$ cat src/rtl/load_store_unit.sv
// Load/store unit between a request/response handshake and a single-cycle-latency byte-enabled RAM.
// Stores are lane-replicated with byte enables; loads are lane-selected and sign- or zero-extended.
module load_store_unit #(
    parameter int DEPTH         = 16384,
    parameter int ADDRESS_WIDTH = $clog2(DEPTH)
) (
    input  logic                       clk,
    input  logic                       rst,
    input  logic                       req_valid,
    output logic                       req_ready,
    input  logic                       req_we,
    input  logic [1:0]                 req_size,
    input  logic                       req_unsigned,
    input  logic [31:0]                req_addr,
    input  logic [31:0]                req_wdata,
    output logic                       rsp_valid,
    input  logic                       rsp_ready,
    output logic [31:0]                rsp_rdata,
    output logic                       rsp_err,
    output logic [3:0]                 mem_we,
    output logic [ADDRESS_WIDTH-1:2]   mem_addr,
    output logic [31:0]                mem_data,
    input  logic [31:0]                mem_q
);

    typedef enum logic [1:0] {
        IDLE,
        ACCESS,
        WAIT,
        RESP
    } state_t;

    state_t state, next_state;

    logic        accept;
    logic        req_err;
    logic [3:0]  store_we;
    logic [31:0] store_data;
    logic [31:0] load_data;
    logic [7:0]  load_byte;
    logic [15:0] load_half;

    logic        op_we;
    logic        op_unsigned;
    logic [1:0]  op_size;
    logic [1:0]  op_lane;

    // Misalignment, illegal size, or any address bit above the RAM's range.
    always_comb begin
        req_err = 1'b0;
        case (req_size)
            2'd0:    req_err = 1'b0;
            2'd1:    req_err = req_addr[0];
            2'd2:    req_err = |req_addr[1:0];
            default: req_err = 1'b1;
        endcase
        if ((req_addr >> ADDRESS_WIDTH) != 32'd0) begin
            req_err = 1'b1;
        end
    end

    always_comb begin
        store_we   = 4'b1111;
        store_data = req_wdata;
        case (req_size)
            2'd0: begin
                store_data = {4{req_wdata[7:0]}};
                store_we   = 4'b0001 << req_addr[1:0];
            end
            2'd1: begin
                store_data = {2{req_wdata[15:0]}};
                store_we   = req_addr[1] ? 4'b1100 : 4'b0011;
            end
            default: begin
                store_data = req_wdata;
                store_we   = 4'b1111;
            end
        endcase
    end

    // Read data is formatted from mem_q using the lane and size captured at accept.
    always_comb begin
        load_byte = mem_q[{op_lane, 3'b000} +: 8];
        load_half = op_lane[1] ? mem_q[31:16] : mem_q[15:0];
        load_data = mem_q;
        case (op_size)
            2'd0:    load_data = op_unsigned ? {24'd0, load_byte} : {{24{load_byte[7]}}, load_byte};
            2'd1:    load_data = op_unsigned ? {16'd0, load_half} : {{16{load_half[15]}}, load_half};
            default: load_data = mem_q;
        endcase
    end

    always_ff @(posedge clk or posedge rst) begin
        if (rst) begin
            state <= IDLE;
        end else begin
            state <= next_state;
        end
    end

    always_comb begin
        next_state = state;
        req_ready  = 1'b0;
        rsp_valid  = 1'b0;
        accept     = 1'b0;
        case (state)
            IDLE: begin
                req_ready = 1'b1;
                if (req_valid) begin
                    accept     = 1'b1;
                    next_state = req_err ? RESP : ACCESS;
                end
            end
            ACCESS: next_state = op_we ? RESP : WAIT;
            WAIT:   next_state = RESP;
            RESP: begin
                rsp_valid = 1'b1;
                if (rsp_ready) begin
                    next_state = IDLE;
                end
            end
            default: next_state = IDLE;
        endcase
    end

    // mem_we is a one-cycle pulse: set only on the accept edge, so it is live only in ACCESS.
    always_ff @(posedge clk or posedge rst) begin
        if (rst) begin
            mem_we      <= 4'b0000;
            mem_addr    <= '0;
            mem_data    <= 32'd0;
            rsp_rdata   <= 32'd0;
            rsp_err     <= 1'b0;
            op_we       <= 1'b0;
            op_unsigned <= 1'b0;
            op_size     <= 2'd0;
            op_lane     <= 2'd0;
        end else begin
            mem_we <= 4'b0000;
            if (accept) begin
                rsp_err   <= req_err;
                rsp_rdata <= 32'd0;
                if (!req_err) begin
                    mem_addr    <= req_addr[ADDRESS_WIDTH-1:2];
                    mem_data    <= store_data;
                    mem_we      <= req_we ? store_we : 4'b0000;
                    op_we       <= req_we;
                    op_unsigned <= req_unsigned;
                    op_size     <= req_size;
                    op_lane     <= req_addr[1:0];
                end
            end else if (state == WAIT) begin
                rsp_rdata <= load_data;
            end
        end
    end

endmodule

$ cat config.mk
export PLATFORM = sky130hd
export DESIGN_NAME = load_store_unit
export DESIGN_NICKNAME = d
export VERILOG_FILES = /design/src/rtl/load_store_unit.sv
export SDC_FILE = /design/constraint.sdc
export NUM_CORES = 1
export LEC_CHECK = 0
export CAP_MARGIN = 15
export CELL_PAD_IN_SITES_DETAIL_PLACEMENT = 1
export CELL_PAD_IN_SITES_GLOBAL_PLACEMENT = 2
export CORE_MARGIN = 2
export CORE_UTILIZATION = 25
export DETAILED_ROUTE_END_ITERATION = 8
export PLACE_DENSITY = 0.77
export RECOVER_POWER = 25
export SLEW_MARGIN = 20
export SYNTH_ARGS = -nofsm -noshare
export SYNTH_HDL_FRONTEND = slang
export SYNTH_SLANG_ARGS = --single-unit
$ cat constraint.sdc
create_clock -name clk -period 4.7 [get_ports clk]
set_input_delay 1.41 -clock clk [delete_from_list [all_inputs] [get_ports clk]]
set_output_delay 1.41 -clock clk [all_outputs]
set_load 0.02 [all_outputs]
## After elaboration in Yosys (flattened, before gate mapping)

Cells that the tools add are included.

| storage, ports and cells | value |
|---|---|
| memory bits (read-only) | 0 |
| output and inout bits | 83 |
| logic and storage cells | 52 |
| memories | 0 |
| register bits after elaboration | 89 |
| input port bits | 104 |
| latch bits | 0 |
| RAM bits | 0 |

| cells by class | value |
|---|---|
| order comparisons | 0 |
| equality and inequality tests | 8 |
| divide/modulo/power cells | 0 |
| shift-type cells | 2 |
| bitwise logic cells | 1 |
| multipliers | 0 |
| reduce and logical (&&, ||, !) cells | 8 |
| $add $sub $neg | 0 |
| mux-type cells | 23 |

Operator list:

| kind | number |
|---|---|
| 32-bit two-way mux | 4 |
| 32-bit case mux with 2 select lines | 2 |
| 32-bit nonzero test | 1 |
| 32-bit by 6-bit variable part select with 8-bit output | 1 |
| 16-bit two-way mux | 1 |
| 4-bit two-way mux | 4 |
| 2-bit case mux with 4 select lines | 1 |
| 4-bit case mux with 2 select lines | 1 |
| 2-bit by 1-bit == test with 1-bit output, second input constant | 3 |
| 2-bit == test, second input constant | 3 |
| 2-bit logical NOT | 3 |
| 1-bit two-way mux | 6 |
| 2-bit two-way mux | 3 |
| 2-bit != test, second input constant | 2 |
| 2-bit AND reduction | 2 |
| 1-bit by 2-bit << shifter with 4-bit output, first input constant | 1 |
| 1-bit case mux with 3 select lines | 1 |
| 2-bit nonzero test | 1 |
| 2-bit OR reduction | 1 |
| 1-bit inverter | 1 |

## Depth between registers and ports, before layout

| logic depth | value |
|---|---|
| word-level depth | 6 |
| depth in mapped cells | 7 |
| gate-level depth less buffers | 6 |

## Worst setup path after synthesis

OpenSTA, ideal clock, no wires.

| path | value |
|---|---|
| path type | input to register |
| from | in req_addr[27] |
| to | reg mem_data[0] |
| stages on the path | 5 |
| library setup time | 125 ps |
| arrival time | 2753 ps |
| path buffers | 1 |
| path slack | 1823 ps |
| cells stage by stage | nor4_1 -> nand4_1 -> nor3_4 -> buf_6 -> mux2_2 |

| between the ends | value |
|---|---|
| word-level cells in the longest chain between the ends | 4 |

RTL lines:

| what | line | source |
|---|---|---|
| from (decl) | 14 | `input logic [31:0] req_addr,` |
| 32-bit nonzero test | 57 | `if ((req_addr >> ADDRESS_WIDTH) != 32'd0) begin` |
| 1-bit two-way mux | 57 |  |
| 1-bit inverter (no line) | -- |  |
| 2-bit AND reduction (no line) | -- |  |
| to (signal assigned) | 145 | `mem_data <= store_data;` |
| to (decl) | 22 | `output logic [31:0] mem_data,` |

Every way passes these cells.
A chain may end at the register's enable or synchronous reset.

## Worst setup path after layout

| path | value |
|---|---|
| from | reg state[0] |
| to | out req_ready |

| between the ends | value |
|---|---|
| word-level cells in the longest chain between the ends | 2 |

RTL lines:

| what | line | source |
|---|---|---|
| from (decl) | 33 | `state_t state, next_state;` |
| from (signal assigned) | 97 | `state <= next_state;` |
| 2-bit logical NOT | 106 | `case (state)` |
| 1-bit two-way mux | 106 |  |
| to (decl) | 10 | `output logic req_ready,` |

Every way passes these cells.

==> flow_results.org <==
** Clock network
- Clock tree synthesis selected as its root buffer the cell clkbuf_16.
- After clock tree synthesis, the flow added hold-fix buffers numbering 0.
- Total CTS buffers :: 9
- Post-CTS sizing :: 0
- The clock reaches the later pin of the worst-skew pair after 0.35 ns.
- The H-tree was split into 3 levels.
- Maximum buffer depth of the clock tree :: 2
- Clock slew seen by the registers of the worst setup and hold paths :: roughly 0.060 ns
- CTS tree :: done
- Counting every sink on the clock net gives 89.
- After clock tree synthesis, the setup repair step added 0 buffers.

** GRT
- Tot GR Track Use :: 16.1%
- Grt met1 use :: 19.0%
- Entering global routing, the biggest net connects 47 pins.
- The first global-routing pass estimated 22700 um of wire.
- For met2 alone, demand over resource in global routing was 26.2%.
- GRT Max-Usage Layer :: met2
- Global route total overflow :: 0
- GRT met3 Usage :: 6.94%
- The via count of the first global-routing pass was 4173.
- The number of antenna violations at the first check in global routing was 0.

** Setup path
- The signal on the critical path passes through inv_1, ha_1, clkdlybuf4s50_1.
- Worst path slowest cell :: clkdlybuf4s50_1
- For the worst setup path, the data required time is between 3 and 4 ns.
- Of all nets on the critical path, the largest fanout is 8.
- In this run the number of cells on the critical path is 3.
- Critical path class :: reg2out
- Cell type group with the largest total delay on the critical path :: buffers and inverters
- Following the worst setup path forward leads to its endpoint at req_ready.
- Worst path buffer plus inverter count :: 2
- The endpoint identified for the worst register-to-register timing path is mem_addr[3]$_DFFE_PP0P_.
- In this run the register-to-register setup slack is 2.33 ns.
- STA classifies the critical path startpoint as a flop.
- The largest single stage delay on the critical path is 0.68 ns.
- Endpoint arrival time on the critical path :: 1.91 ns
- Worst R2R Path Depth :: 6
- Crit. End Element :: primary output
- Launching instance or port of the critical path :: state[0]$_DFFE_PP0P_
- Beginning of the worst register-to-register path :: state[0]$_DFFE_PP0P_

** Logic synthesis
- During synthesis, Yosys emitted a total of 0 warnings.
- In the synthesized netlist, the number of instances is 379.
- Syn avg cell area :: 11.5 sq um
- Counting flops with a built-in enable in the synthesized netlist gives 0.
- The biggest area contributor in the post-synthesis netlist is dfrtp_1.
- The number of nets in the synthesized netlist is 487.
- Fraction of synthesis flops using an asynchronous set or reset pin :: 100%
- Share of Yosys cell area claimed by the top area cell type :: 51.0%
- Sequential share of the synthesized area :: 51.0%
- Most used flip-flop cell after synthesis :: dfrtp_1
- Counting flops and latches in the post-synthesis netlist gives 89.
- Cell variety after synth :: 39
- Sorting the synthesized cells by area gives the leading types as dfrtp_1 (51%), mux2_2 (16%), mux2i_1 (4.1%).
- Combined area of all synthesized cells :: 0.00436 sq mm

** Outcome
- Result of the run :: complete, but fails checks
- Failing checks :: max-capacitance violations, max-slew violations

** Placement
- After detailed placement, the design holds a cell count of 775.
- Buffers placed on the I/O ports in this run total 186.
- Setup WS pre-CTS :: 1.03 ns
- Detailed placement HPWL :: 10800 um
- After detailed placement, the total cell area comes to roughly 0.0065 sq mm.
- Final Wtd Congestion :: between 0.7 and 0.8

** Worst hold path
- Hold WC Path Type :: reg2reg

** Power and ir drop
- In this run the power spent charging and discharging nets is 0.897 mW.
- Internal Dissipation :: roughly 1.9 mW
- For this design the static power due to leakage is 2.97 nW.
- Relative contribution of the clock network to total power :: 29.2%
- Peak supply drop :: approximately 200 uV
- Combinational group share of total power :: 35.6%
- Total design power :: approximately 2.8 mW
- Seq pwr share :: 35.2%
- Net switching is 32.2% of the power.
- For this design the ratio of total power to cell area is 409 mW/mm^2.

** Layout
- Proportion of layout cells with a drive suffix above 1 :: between 10% and 20%
- Non-Filler Cell Area, Final :: 0.00681 sq mm
- Measured on the finished design, the core utilization comes to 39.6%.
- Number of nets in the finished design :: 669
- From synthesis to final layout, the design area changed by 56.0%.
- The repair_antennas step left the layout with diodes totalling 0.
- Commonest cells after routing, fill and taps aside :: clkdlybuf4s50_1 (185), dfrtp_1 (89), mux2_2 (63)
- Most common library cell in the layout ignoring fill and taps :: clkdlybuf4s50_1
- After the flow finishes, the layout carries non-filler instances totaling 791.

** Die
- Die area :: between 0.015 and 0.02 sq mm
- After floorplanning, the core was sized to cover roughly 0.017 sq mm.
- Vertical extent of the die :: 136 um
- Cell Rows :: 48
- Initial core utilization :: 25.4%
- I/O pin count :: 187
- The die is 136 um wide.

** STA
- Final hold vios :: 0
- Hold timing on the final database bottoms out at a slack of 0.483 ns.
- In the finished design, the share of the clock period the worst path needs comes to 70.7%.
- Slew at the pin closest to its max-slew limit :: 2.07 ns
- Clock skew on the completed layout was measured at 0.00652 ns.
- Setup violations remaining at the end of the flow were counted as 0.
- Highest Clock Rate :: 301 MHz
- The worst pin sits at a relative slew slack of -38.5%.
- Setup repair after global routing left no endpoint under its margin.
- The max-slew violation total from the final report is 44.
- Adding up every negative setup slack in the final design gives 0 ns.
- The worst path needs roughly 3.3 ns of the cycle, external delays included.
- Setup slack closes at 1.38 ns.

** Run
- Max-cap viol count :: 1

** Routing
- Mean routed wirelength per cell :: 18.5 um
- Pre-Repair DR Iteration Count :: 4
- For this block, the initial DRC count from the detailed router was 179.
- Total routed wirelength :: 14600 um
- ANT nets after route :: 0
- Per-cell via count in the routed design :: 4.77
- The routed layout has 3771 vias.
- In the routed design, unresolved DRC markers number 0.
sequential cells by signal (all words and copies together), names as in the netlist:
register	cells
mem_addr	12
mem_data	32
mem_we	4
op_lane	2
op_size	2
op_unsigned	1
op_we	1
rsp_err	1
rsp_rdata	32
state	2
cell type report:
class	instances	area, sq um
Sequential cell	89	2230
Clock inverter	4	73.8
Tap cell	225	282
Fill cell	1904	10400
Clock buffer	12	267
Multi-Input combinational cell	259	1980
Timing Repair Buffer	194	1950
Inverter	8	31.3
worst register-to-register path: cells and delay by family (launching register included):
family	cells	cell delay (ns)
buffers and inverters	2	0.43
AND/OR/NAND/NOR	2	0.65
adder cells (fa/ha/maj)	1	0.35
flip-flops	1	0.41
multiplexers	1	0.42
power by group through the flow:
stage | clock network (mW) | registers (mW) | logic, mW
floorplan | 0 | 1.12 | 0.379
global placement | 0 | 0.989 | 0.974
detailed placement | 0 | 0.996 | 0.999
CTS | 0.842 | 0.981 | 1.00
global route | 0.870 | 0.998 | 1.08
finish | 0.813 | 0.979 | 0.989
synth_stat cells, types with 2 or more instances:
| cell | count |
|---|---|
| dfrtp_1 | 89 |
| mux2_2 | 63 |
| nand2_1 | 37 |
| o21ai_0 | 32 |
| a21oi_1 | 21 |
| mux2i_1 | 18 |
| a221o_1 | 17 |
| nor2b_1 | 12 |
| clkbuf_1 | 10 |
| nor2_1 | 10 |
| inv_1 | 8 |
| a32oi_1 | 7 |
| or3_1 | 7 |
| buf_1 | 5 |
| buf_6 | 5 |
| ha_1 | 4 |
| mux2_1 | 4 |
| nor4_1 | 4 |
| and2_1 | 2 |
| buf_2 | 2 |
| nand2b_1 | 2 |
| nor3b_1 | 2 |
| o21a_1 | 2 |
layer usage:
metal	vias up	routed length [um]
met1	1860	5900
met4	0	253
li1	1754	-
met5	-	0
met2	144	6880
met3	13	1580
worst min-delay path by stage:
stage               slack [ns]                      from                        to  cells past startpoint
floorplan                 0.48         op_we$_DFFE_PP0P_         op_we$_DFFE_PP0P_                      1
global placement          0.46  rsp_rdata[5]$_DFFE_PP0P_  rsp_rdata[5]$_DFFE_PP0P_                      2
detailed placement        0.48  rsp_rdata[1]$_DFFE_PP0P_  rsp_rdata[1]$_DFFE_PP0P_                      2
CTS                       0.49  rsp_rdata[1]$_DFFE_PP0P_  rsp_rdata[1]$_DFFE_PP0P_                      2
global route              0.52  mem_data[31]$_DFFE_PP0P_  mem_data[31]$_DFFE_PP0P_                      1
finish                    0.48  rsp_rdata[1]$_DFFE_PP0P_  rsp_rdata[1]$_DFFE_PP0P_                      2
cells by family after synthesis:
family,count (synthesis),synth area share [%]
flops,89,51.0
simple gates,82,9.43
compound gates,88,13.3
mux,85,21.4
fa+ha+maj,4,1.15
buf+inv,31,3.67
No activity file was read; power rests on OpenSTA's default activity.
